==> config.mk <==
export PLATFORM = sky130hd
export DESIGN_NAME = tick_gen_flat
export DESIGN_NICKNAME = d
export VERILOG_FILES = /design/src/rtl/tick_gen_pkg.sv /design/src/rtl/tick_gen_if.sv /design/src/rtl/tick_gen_channel.sv /design/src/rtl/tick_gen.sv /design/src/flat_wrapper.sv
export SDC_FILE = /design/constraint.sdc
export NUM_CORES = 1
export LEC_CHECK = 0
export ABC_AREA = 1
export BUFFER_PORTS_ARGS = -buffer_cell sky130_fd_sc_hd__buf_4
export CORE_MARGIN = 2
export CORE_UTILIZATION = 40
export DETAILED_ROUTE_END_ITERATION = 8
export SYNTH_ARGS = -nofsm -noshare
export SYNTH_HDL_FRONTEND = slang
export SYNTH_SLANG_ARGS = --single-unit
==> constraint.sdc <==
create_clock -name clk -period 36.7 [get_ports clk]
set_input_delay 3.67 -clock clk [delete_from_list [all_inputs] [get_ports clk]]
set_output_delay 3.67 -clock clk [all_outputs]
set_load 0.03 [all_outputs]
==> src/rtl/tick_gen_pkg.sv <==
// tick_gen_pkg: 50 MHz rate constants, channel indices and default reset periods
package tick_gen_pkg;
  localparam int unsigned ONE_SECOND = 50_000_000;
  localparam int unsigned BALL_TIME = 12_500_000;
  localparam int unsigned PLATE_TIME = 25_000_000;
  localparam int unsigned REFRESH_TIME = 1_250_000;
  localparam int unsigned DOTMATRIX_TIME = 40_000;
  localparam int unsigned GOAL_TIME = 100_000_000;
  localparam int CH_TIME = 0;
  localparam int CH_BALL = 1;
  localparam int CH_PLATE = 2;
  localparam int CH_REFRESH = 3;
  localparam int CH_DOTMATRIX = 4;
  localparam int CH_GOAL = 5;
  localparam int DEF_NUM_CH = 6;
  localparam int DEF_CNT_W = 32;
  localparam logic [DEF_NUM_CH*DEF_CNT_W-1:0] DEF_INIT_PERIODS = {6{32'd50_000_000}};
  // index width for a selector over n items, never narrower than one bit
  function automatic int idx_w(input int n);
    return n > 1 ? $clog2(n) : 1;
  endfunction
endpackage

==> src/rtl/tick_gen_if.sv <==
// tick_gen_if: per-channel controls, period write port and tick/done strobes
interface tick_gen_if import tick_gen_pkg::*; #(
  parameter int NUM_CH = DEF_NUM_CH,
  parameter int CNT_W = DEF_CNT_W
);
  localparam int CH_W = idx_w(NUM_CH);
  logic [NUM_CH-1:0] en, clr, oneshot, tick, done;
  logic cfg_we;
  logic [CH_W-1:0] cfg_ch;
  logic [CNT_W-1:0] cfg_period;
  modport master (output en, clr, oneshot, cfg_we, cfg_ch, cfg_period, input tick, done);
  modport slave (input en, clr, oneshot, cfg_we, cfg_ch, cfg_period, output tick, done);
endinterface

==> src/rtl/tick_gen_channel.sv <==
// tick_gen_channel: one programmable countdown slice producing a registered tick
module tick_gen_channel #(
  parameter int CNT_W = 32,
  parameter logic [CNT_W-1:0] INIT_PERIOD = '0
) (
  input  logic clk,
  input  logic rst,
  input  logic stb_i,
  input  logic en_i,
  input  logic clr_i,
  input  logic oneshot_i,
  input  logic we_i,
  input  logic [CNT_W-1:0] period_i,
  output logic tick_o,
  output logic done_o
);
  localparam logic [CNT_W-1:0] ONE = CNT_W'(1);
  localparam logic [CNT_W-1:0] INIT_CNT = INIT_PERIOD == '0 ? '0 : INIT_PERIOD - ONE;
  logic [CNT_W-1:0] period_q, period_d, cnt_q, cnt_d;
  logic tick_q, tick_d, done_q, done_d;
  assign tick_o = tick_q;
  assign done_o = done_q;
  // restart wins, then a zero period or a parked/paused channel holds; otherwise count down and reload on zero
  always_comb begin
    period_d = we_i ? period_i : period_q;
    cnt_d = cnt_q;
    tick_d = 1'b0;
    done_d = done_q;
    if (clr_i) begin
      cnt_d = period_d == '0 ? '0 : period_d - ONE;
      done_d = 1'b0;
    end else if (period_q != '0 && !done_q && en_i && stb_i) begin
      tick_d = cnt_q == '0;
      cnt_d = cnt_q == '0 ? period_q - ONE : cnt_q - ONE;
      done_d = cnt_q == '0 && oneshot_i;
    end
  end
  // channel state, cleared back to the build-time period on reset
  always_ff @(posedge clk or posedge rst) begin
    if (rst) begin
      period_q <= INIT_PERIOD;
      cnt_q <= INIT_CNT;
      tick_q <= 1'b0;
      done_q <= 1'b0;
    end else begin
      period_q <= period_d;
      cnt_q <= cnt_d;
      tick_q <= tick_d;
      done_q <= done_d;
    end
  end
endmodule

==> src/rtl/tick_gen.sv <==
// tick_gen: multi-channel enable-strobe generator; TICK_GEN_PRESCALE_EN adds a shared prescaler
module tick_gen import tick_gen_pkg::*; #(
  parameter int NUM_CH = DEF_NUM_CH,
  parameter int CNT_W = DEF_CNT_W,
  parameter logic [NUM_CH*CNT_W-1:0] INIT_PERIODS = DEF_INIT_PERIODS,
  parameter int PRESCALE = 1
) (
  input logic clk,
  input logic rst,
  tick_gen_if.slave bus
);
  localparam int CH_W = idx_w(NUM_CH);
  logic stb;
  if (PRESCALE < 1) begin : g_bad_prescale
    $error("tick_gen: PRESCALE must be at least 1");
  end
`ifdef TICK_GEN_PRESCALE_EN
  localparam int PS_W = idx_w(PRESCALE);
  localparam logic [PS_W-1:0] PS_LAST = PS_W'(PRESCALE - 1);
  localparam logic [PS_W-1:0] PS_ONE = PS_W'(1);
  logic [PS_W-1:0] ps_q, ps_d;
  assign stb = ps_q == PS_LAST;
  // shared prescaler wraps after PRESCALE cycles, strobing on its last count
  always_comb ps_d = stb ? '0 : ps_q + PS_ONE;
  // prescaler register
  always_ff @(posedge clk or posedge rst) begin
    if (rst) ps_q <= '0;
    else ps_q <= ps_d;
  end
`else
  assign stb = 1'b1;
`endif
  for (genvar i = 0; i < NUM_CH; i++) begin : g_ch
    tick_gen_channel #(
      .CNT_W(CNT_W),
      .INIT_PERIOD(INIT_PERIODS[i*CNT_W +: CNT_W])
    ) u_ch (
      .clk(clk),
      .rst(rst),
      .stb_i(stb),
      .en_i(bus.en[i]),
      .clr_i(bus.clr[i]),
      .oneshot_i(bus.oneshot[i]),
      .we_i(bus.cfg_we && bus.cfg_ch == CH_W'(i)),
      .period_i(bus.cfg_period),
      .tick_o(bus.tick[i]),
      .done_o(bus.done[i])
    );
  end
endmodule

==> src/flat_wrapper.sv <==
// flat-port wrapper written by rule: the top's interface ports become plain ports
module tick_gen_flat import tick_gen_pkg::*;
#(
  parameter int NUM_CH = DEF_NUM_CH,
  parameter int CNT_W = DEF_CNT_W,
  parameter logic [NUM_CH*CNT_W-1:0] INIT_PERIODS = DEF_INIT_PERIODS,
  parameter int PRESCALE = 1
)
  (clk, rst, bus_en, bus_clr, bus_oneshot, bus_cfg_we, bus_cfg_ch, bus_cfg_period, bus_tick, bus_done);
  tick_gen_if #(.NUM_CH(NUM_CH), .CNT_W(CNT_W)) bus_i ();
  input logic clk;
  input logic rst;
  input wire logic [$bits(bus_i.en)-1:0] bus_en;
  input wire logic [$bits(bus_i.clr)-1:0] bus_clr;
  input wire logic [$bits(bus_i.oneshot)-1:0] bus_oneshot;
  input wire logic [$bits(bus_i.cfg_we)-1:0] bus_cfg_we;
  input wire logic [$bits(bus_i.cfg_ch)-1:0] bus_cfg_ch;
  input wire logic [$bits(bus_i.cfg_period)-1:0] bus_cfg_period;
  output wire logic [$bits(bus_i.tick)-1:0] bus_tick;
  output wire logic [$bits(bus_i.done)-1:0] bus_done;
  assign bus_i.en = bus_en;
  assign bus_i.clr = bus_clr;
  assign bus_i.oneshot = bus_oneshot;
  assign bus_i.cfg_we = bus_cfg_we;
  assign bus_i.cfg_ch = bus_cfg_ch;
  assign bus_i.cfg_period = bus_cfg_period;
  assign bus_tick = bus_i.tick;
  assign bus_done = bus_i.done;
  tick_gen #(.NUM_CH(NUM_CH), .CNT_W(CNT_W), .INIT_PERIODS(INIT_PERIODS), .PRESCALE(PRESCALE)) u_core (.clk(clk), .rst(rst), .bus(bus_i));
endmodule
==> metrics, run 1 <==
post-layout min period=6.44 ns; Synthesized Nets=5,486; first-pass GRT wire length=191 mm; post-route cell area=35,800 sq um; Post-CTS Hold Buffers=0; crit end category=flop; cell family with most CP delay=simple AND/OR/NAND/NOR gates; Vias per Instance=5.31; Crit. path cell count=16; Switching Fraction=0.396; GRT Util Overall=0.291; DP Wirelength=95.8 mm; HP Class=reg2reg; core box area=81,800 sq um; total wire length=126 mm; setup violators final=0; Comb power frac=0.306; fin worst setup slack=30.26 ns; most common cell after layout, fill and taps aside=nand2_1; status=complete, no violations; Clk pin slew, worst setup/hold paths=0.06 ns; Pins Over Slew Limit=0; full die area=84,800 sq um; worst hold path depth=2; die height=291 microns; Critical Path Slowest Stage Cell=o21ai_0; WL/cell=19.3 microns; critical path data arrival time=6.96 ns; fmax=0.155 GHz; slowest stage delay, CP=0.67 ns; Clock Latency Late Sink=0.62 ns; DP Area=34,100 sq um; Post-CTS Setup Inserts=0; area delta synth->final=8.60%; gpl congestion=0.962; fin crit share=0.175; vias=34.6k; share of cells above drive strength 1=0.111; Primary FF master, synth=dfrtp_1; io pins=68; Switch Pwr=0.000674 W; pwr dens=47.5 nW/um^2; pre-CTS setup slack=29.71 ns; Leak Pwr=16.8 nW; largest net degree at the start of global routing=166; synthesized area=33,000 sq um; cells along the critical path=buf_4, inv_1, nor2_8, nand3_4, o21ai_0, nand2_1, nor2_1, nand2_1, clkinv_1, nand3_1, nand2_1, inv_2, o21ai_0, nand2_1, nand2_1, o21ai_0; Max FO, Critical Path=70; Worst Path Buf+Inv=4; P_int=0.00103 W; TNS Setup=0 ns; H-tree depth=2; Hold Fails Final Rpt=0; initial antenna violation count=0; Root Driver=clkbuf_16; RSZ-0062 raised after global routing=false; worst r2r path cells=17; Post-synth EDFFs=0; Syn. warnings=0; Reg area=10,100 sq um; Initial Utilization=0.403; Async S/R FF share, synth=1.00; final global-route overflow total=0; drt pass-1 iters=6; Fillers=8,780; Max VDD drop=0.0000288 V; r2r setup slk=33.00 ns; Critical Path RT=37.22 ns; die width=291 microns; Final ANT Viol Nets=0; vias in the first global route=31.7k; commonest cells after routing, fill and taps aside=1,639 x nand2_1, 904 x nor2_1, 729 x inv_1; deepest clock path buffer count=3; DRC Markers=0; most used cell, CP=nand2_1; Worst-Margin Slew=1.10 ns; CTS tree=done; Multi-input gate area=19,000 sq um; Clock power frac=0.321; clk sinks=396; synthesized instance count=5,412; crit path launch type=primary input; Max-slew headroom=0.264; PortBufs=67; CTS Buf Count=51; sequential power share=0.372; worst setup path class=in2reg; FP Rows=105; Clock Skew=0.0162 ns; Avg Cell Area, Syn=6.10 sq um; post-synthesis sequential area ratio=0.307; Final nets=5,478; Max-cap violations=0; Resize count post-CTS=0; count of cell types in the netlist=55; Final Instance Count excl. Fillers=6,518; synthesis-stage register bit count=396; Placed Cells=6,421; Initial DRC Count=3,303
-- Yosys cell counts, drive strengths merged (6+ instances only) --
library cell / instances / share of area
nand2: 1677 / 0.20
buf: 84 / 0.023
o21ai: 383 / 0.069
xor2: 78 / 0.021
nor4: 48 / 0.0091
a22oi: 16 / 0.0038
a21oi: 285 / 0.044
ha: 18 / 0.0068
nand3: 415 / 0.065
nor3: 34 / 0.0061
and2: 10 / 0.0019
dfstp: 180 / 0.14
a31oi: 62 / 0.012
dfrtp: 216 / 0.16
o22a: 6 / 0.0016
nand3b: 17 / 0.0044
inv: 762 / 0.087
clkbuf: 66 / 0.0075
nor2: 975 / 0.12
nand4: 60 / 0.012
-- tightest hold or removal path: cells and delay by family (launching register included) --
family           cells  cell delay (ns)
AND/OR/NAND/NOR      2             0.11
flip-flops           1             0.37
-- final timing paths --
| kind | to | from |
|---|---|---|
| min in group asynchronous | u_core.g_ch[5].u_ch.done_o$_DFFE_PP0P_ | rst |
| min | u_core.g_ch[3].u_ch.cnt_q[19]$_DFFE_PP1P_ | u_core.g_ch[3].u_ch.cnt_q[19]$_DFFE_PP1P_ |
| min reg2reg | u_core.g_ch[3].u_ch.cnt_q[19]$_DFFE_PP1P_ | u_core.g_ch[3].u_ch.cnt_q[19]$_DFFE_PP1P_ |
| max in group asynchronous | u_core.g_ch[2].u_ch.cnt_q[11]$_DFFE_PP0P_ | rst |
| max | u_core.g_ch[2].u_ch.cnt_q[15]$_DFFE_PP1P_ | bus_cfg_we |
| max reg2reg | u_core.g_ch[2].u_ch.cnt_q[10]$_DFFE_PP0P_ | u_core.g_ch[2].u_ch.cnt_q[3]$_DFFE_PP1P_ |
-- layer usage --
layer / track usage / wire, microns / vias to the layer above
met2: 0.446 / 54100 / 1239
met1: 0.419 / 57600 / 16100
met4: 0.101 / 4710 / 0
met3: 0.0404 / 9470 / 189
li1: - / - / 17100
met5: 0 / 0 / -
-- per-stage QoR --
| stage | power [W] | hold slack [ns] | util |
|---|---|---|---|
| 6_report | 0.00170 | 0.477 | 0.438 |
| 4_1_cts | 0.00170 | 0.478 | 0.438 |
| 3_3_place_gp | 0.00115 | 0.464 | 0.416 |
| 2_1_floorplan | 0.000979 | 0.455 | - |
| 5_1_grt | 0.00180 | 0.488 | 0.438 |
| 3_5_place_dp | 0.00115 | 0.469 | 0.416 |
-- cell type report --
type                    instances  share of cell area
repair buffers                 89              0.0190
flip-flops and latches        396               0.283
diodes                          2            0.000140
clock inverters                22             0.00803
multi-input cells            4101               0.531
inverters                     765              0.0806
clock buffers                  73              0.0416
well taps                    1070              0.0373
-- state kept, by name, summed over array words and instances, names as in the netlist --
| signal | count |
|---|---|
| u_core.g_ch.u_ch.cnt_q | 192 |
| u_core.g_ch.u_ch.done_o | 6 |
| u_core.g_ch.u_ch.period_q | 192 |
| u_core.g_ch.u_ch.tick_o | 6 |
-- cells by family after synthesis --
group                    Yosys count  share of synthesized area
AO/OA/AOI/OAI                    763                      0.133
adder cells (fa/ha/maj)           18                    0.00682
AND/OR/NAND/NOR                 3238                      0.414
buffers and inverters            915                      0.118
XOR/XNOR                          82                     0.0218
flip-flops                       396                      0.307
-- power by group through the flow --
stage / Sequential [W] / Clock, W / Combinational, W
after floorplan: 0.000596 / 0 / 0.000383
after global placement: 0.000635 / 0 / 0.000510
after detailed placement: 0.000636 / 0 / 0.000512
after CTS: 0.000630 / 0.000554 / 0.000515
after global routing: 0.000642 / 0.000569 / 0.000589
final: 0.000634 / 0.000546 / 0.000522
(Power assumes the default switching activity.)
==> run 2: changes to the inputs <==
==> constraint.sdc (replaced) <==
create_clock -name clk -period 6.5 [get_ports clk]
set_input_delay 0.65 -clock clk [delete_from_list [all_inputs] [get_ports clk]]
set_output_delay 0.65 -clock clk [all_outputs]
set_load 0.03 [all_outputs]
==> metrics, run 2 (synthesis results as in run 1) <==
P_int=0.00595 W (+480%); Resize count post-CTS=0 (unchanged); GRT Util Overall=0.293 (+0.00152); core box area=81,800 sq um (unchanged); total wire length=127 mm (+0.98%); Switch Pwr=0.00380 W (+460%); Antenna Cells=0 (-2); Switching Fraction=0.390 (-0.00634); DRC Markers=0 (unchanged); fmax=0.267 GHz; most common cell after layout, fill and taps aside=nand2_1; Pins Over Slew Limit=0 (unchanged); Max VDD drop=0.000198 V (+590%); Comb power frac=0.303 (-0.003); reg-to-reg startpoint=u_core.g_ch[5].u_ch.cnt_q[20]$_DFFE_PP1P_; vias=34.8k (+0.40%); WL/cell=19.5 microns (+0.92%); initial antenna violation count=2 (+2); area delta synth->final=8.98%; Clock Latency Late Sink=0.62 ns (about the same); full die area=84,800 sq um (unchanged); Initial Utilization=0.403 (unchanged); critical path data arrival time=4.28 ns (-2.68 ns); clk sinks=396 (unchanged); Final ANT Viol Nets=0 (unchanged); fin crit share=0.576; sequential power share=0.367 (-0.005); drt pass-1 iters=6 (unchanged); Initial DRC Count=3,616 (+9.5%); FP Rows=105 (unchanged); crit end category=flop; setup violators final=0 (unchanged); crit path launch type=flop; Setup crit start=u_core.g_ch[5].u_ch.cnt_q[20]$_DFFE_PP1P_; Worst-Margin Slew=1.04 ns (-0.0633 ns); final global-route overflow total=0 (unchanged); CTS Buf Count=51 (unchanged); HP Class=in2reg; Clock power frac=0.330 (+0.009); DP Wirelength=96.6 mm (+0.76%); pwr dens=271 nW/um^2 (+470%); first-pass GRT wire length=192 mm (+0.59%); Vias per Instance=5.33 (+0.33%); Clk pin slew, worst setup/hold paths=0.06 ns (about the same); largest net degree at the start of global routing=112 (-33%); worst setup path class=reg2reg; commonest cells after routing, fill and taps aside=1,639 x nand2_1, 904 x nor2_1, 729 x inv_1; Max-cap violations=0 (unchanged); worst hold path depth=3 (+1); Leak Pwr=16.8 nW (+0.24%); gpl congestion=0.965 (+0.33%); H-tree depth=2 (unchanged); Hold Fails Final Rpt=0 (unchanged); status=complete, no violations; io pins=68 (unchanged); Clock Skew=0.0255 ns (+0.00931 ns); Max FO, Critical Path=41 (-41%); post-layout min period=3.74 ns; PortBufs=67 (unchanged); biggest regs=u_core.g_ch.u_ch.cnt_q x192, u_core.g_ch.u_ch.period_q x192; share of cells above drive strength 1=0.112 (+0.000428); RSZ-0062 raised after global routing=false; Critical Path RT=7.03 ns (-30.19 ns); hold wc startpoint=bus_oneshot[0]; Root Driver=clkbuf_16; deepest clock path buffer count=3 (unchanged); Placed Cells=6,426 (+0.078%); die height=291 microns (unchanged); Final Instance Count excl. Fillers=6,522 (+0.061%); Max-slew headroom=0.305 (+0.0406); die width=291 microns (unchanged); TNS Setup=0 ns (unchanged); CTS tree=done; Final nets=5,484 (+0.11%); worst r2r path cells=16 (-1); vias in the first global route=31.6k (-0.34%)
## run 2: repair_timing
action,4_1_cts,5_1_grt
endpoints found under the hold margin,4,0
buffers inserted,0,0
hold buffers,1,0
## run 2: worst paths after layout
kind / slack [ns] / endpoint
setup / recovery: 2.76 / u_core.g_ch[5].u_ch.cnt_q[18]$_DFFE_PP0P_
hold / removal: 0.24 / u_core.g_ch[0].u_ch.done_o$_DFFE_PP0P_
setup reg to reg: 2.76 / u_core.g_ch[5].u_ch.cnt_q[18]$_DFFE_PP0P_
hold reg to reg: 0.48 / u_core.g_ch[1].u_ch.cnt_q[17]$_DFFE_PP1P_
max in group asynchronous: 4.22 / u_core.g_ch[2].u_ch.period_q[26]$_DFF_PP0_
min in group asynchronous: 0.55 / u_core.g_ch[5].u_ch.cnt_q[10]$_DFFE_PP0P_
## run 2: routing by layer
layer	track usage	wire length [microns]	vias to the layer above
li1	-	-	17100
met1	0.426	58200	16100
met2	0.440	54000	1321
met3	0.0372	9580	213
met4	0.112	5230	0
met5	0	0	-
## run 2: area by class of cell
type | count | area, sq um
Fill cell | 8865 | 45900
Multi-Input combinational cell | 4101 | 19000
Sequential cell | 396 | 10100
Inverter | 765 | 2890
Clock buffer | 73 | 1470
Tap cell | 1070 | 1340
Timing Repair Buffer | 95 | 728
Clock inverter | 22 | 395
## run 2: metrics by stage
stage / hold slack, ns / area (sq um) / worst slack (ns) / utilization / power [W]
2_1_floorplan: 0.455 / 33000 / 0.667 / - / 0.00553
3_3_place_gp: 0.462 / 34100 / 2.42 / 0.417 / 0.00646
3_5_place_dp: 0.469 / 34100 / 2.38 / 0.417 / 0.00647
4_1_cts: 0.212 / 36000 / 2.80 / 0.440 / 0.00972
5_1_grt: 0.240 / 36000 / 2.47 / 0.440 / 0.0103
6_report: 0.244 / 36000 / 2.76 / 0.440 / 0.00974
## run 2: power by group through the flow
stage               Clock (W)  Combinational, W  Sequential [W]
finish                0.00322           0.00295         0.00357
global route          0.00335           0.00332         0.00362
detailed placement          0           0.00289         0.00358
floorplan                   0           0.00216         0.00336
global placement            0           0.00288         0.00358
CTS                   0.00327           0.00291         0.00355
## run 2: critical path, stage by stage (launching register included)
cell and delay [ns]:
dfstp_2 0.54, inv_1 0.07, nand3_1 0.13, nor2_1 0.06
nand2_1 0.34, nor2_4 0.15, buf_4 0.30, a21oi_1 0.34
ha_1 0.23, nand3_1 0.11, nor2_1 0.29, nand2_1 0.24
nor2_1 0.36, nand2_1 0.10, nand2_1 0.07, nand3_1 0.11
a21oi_1 0.19
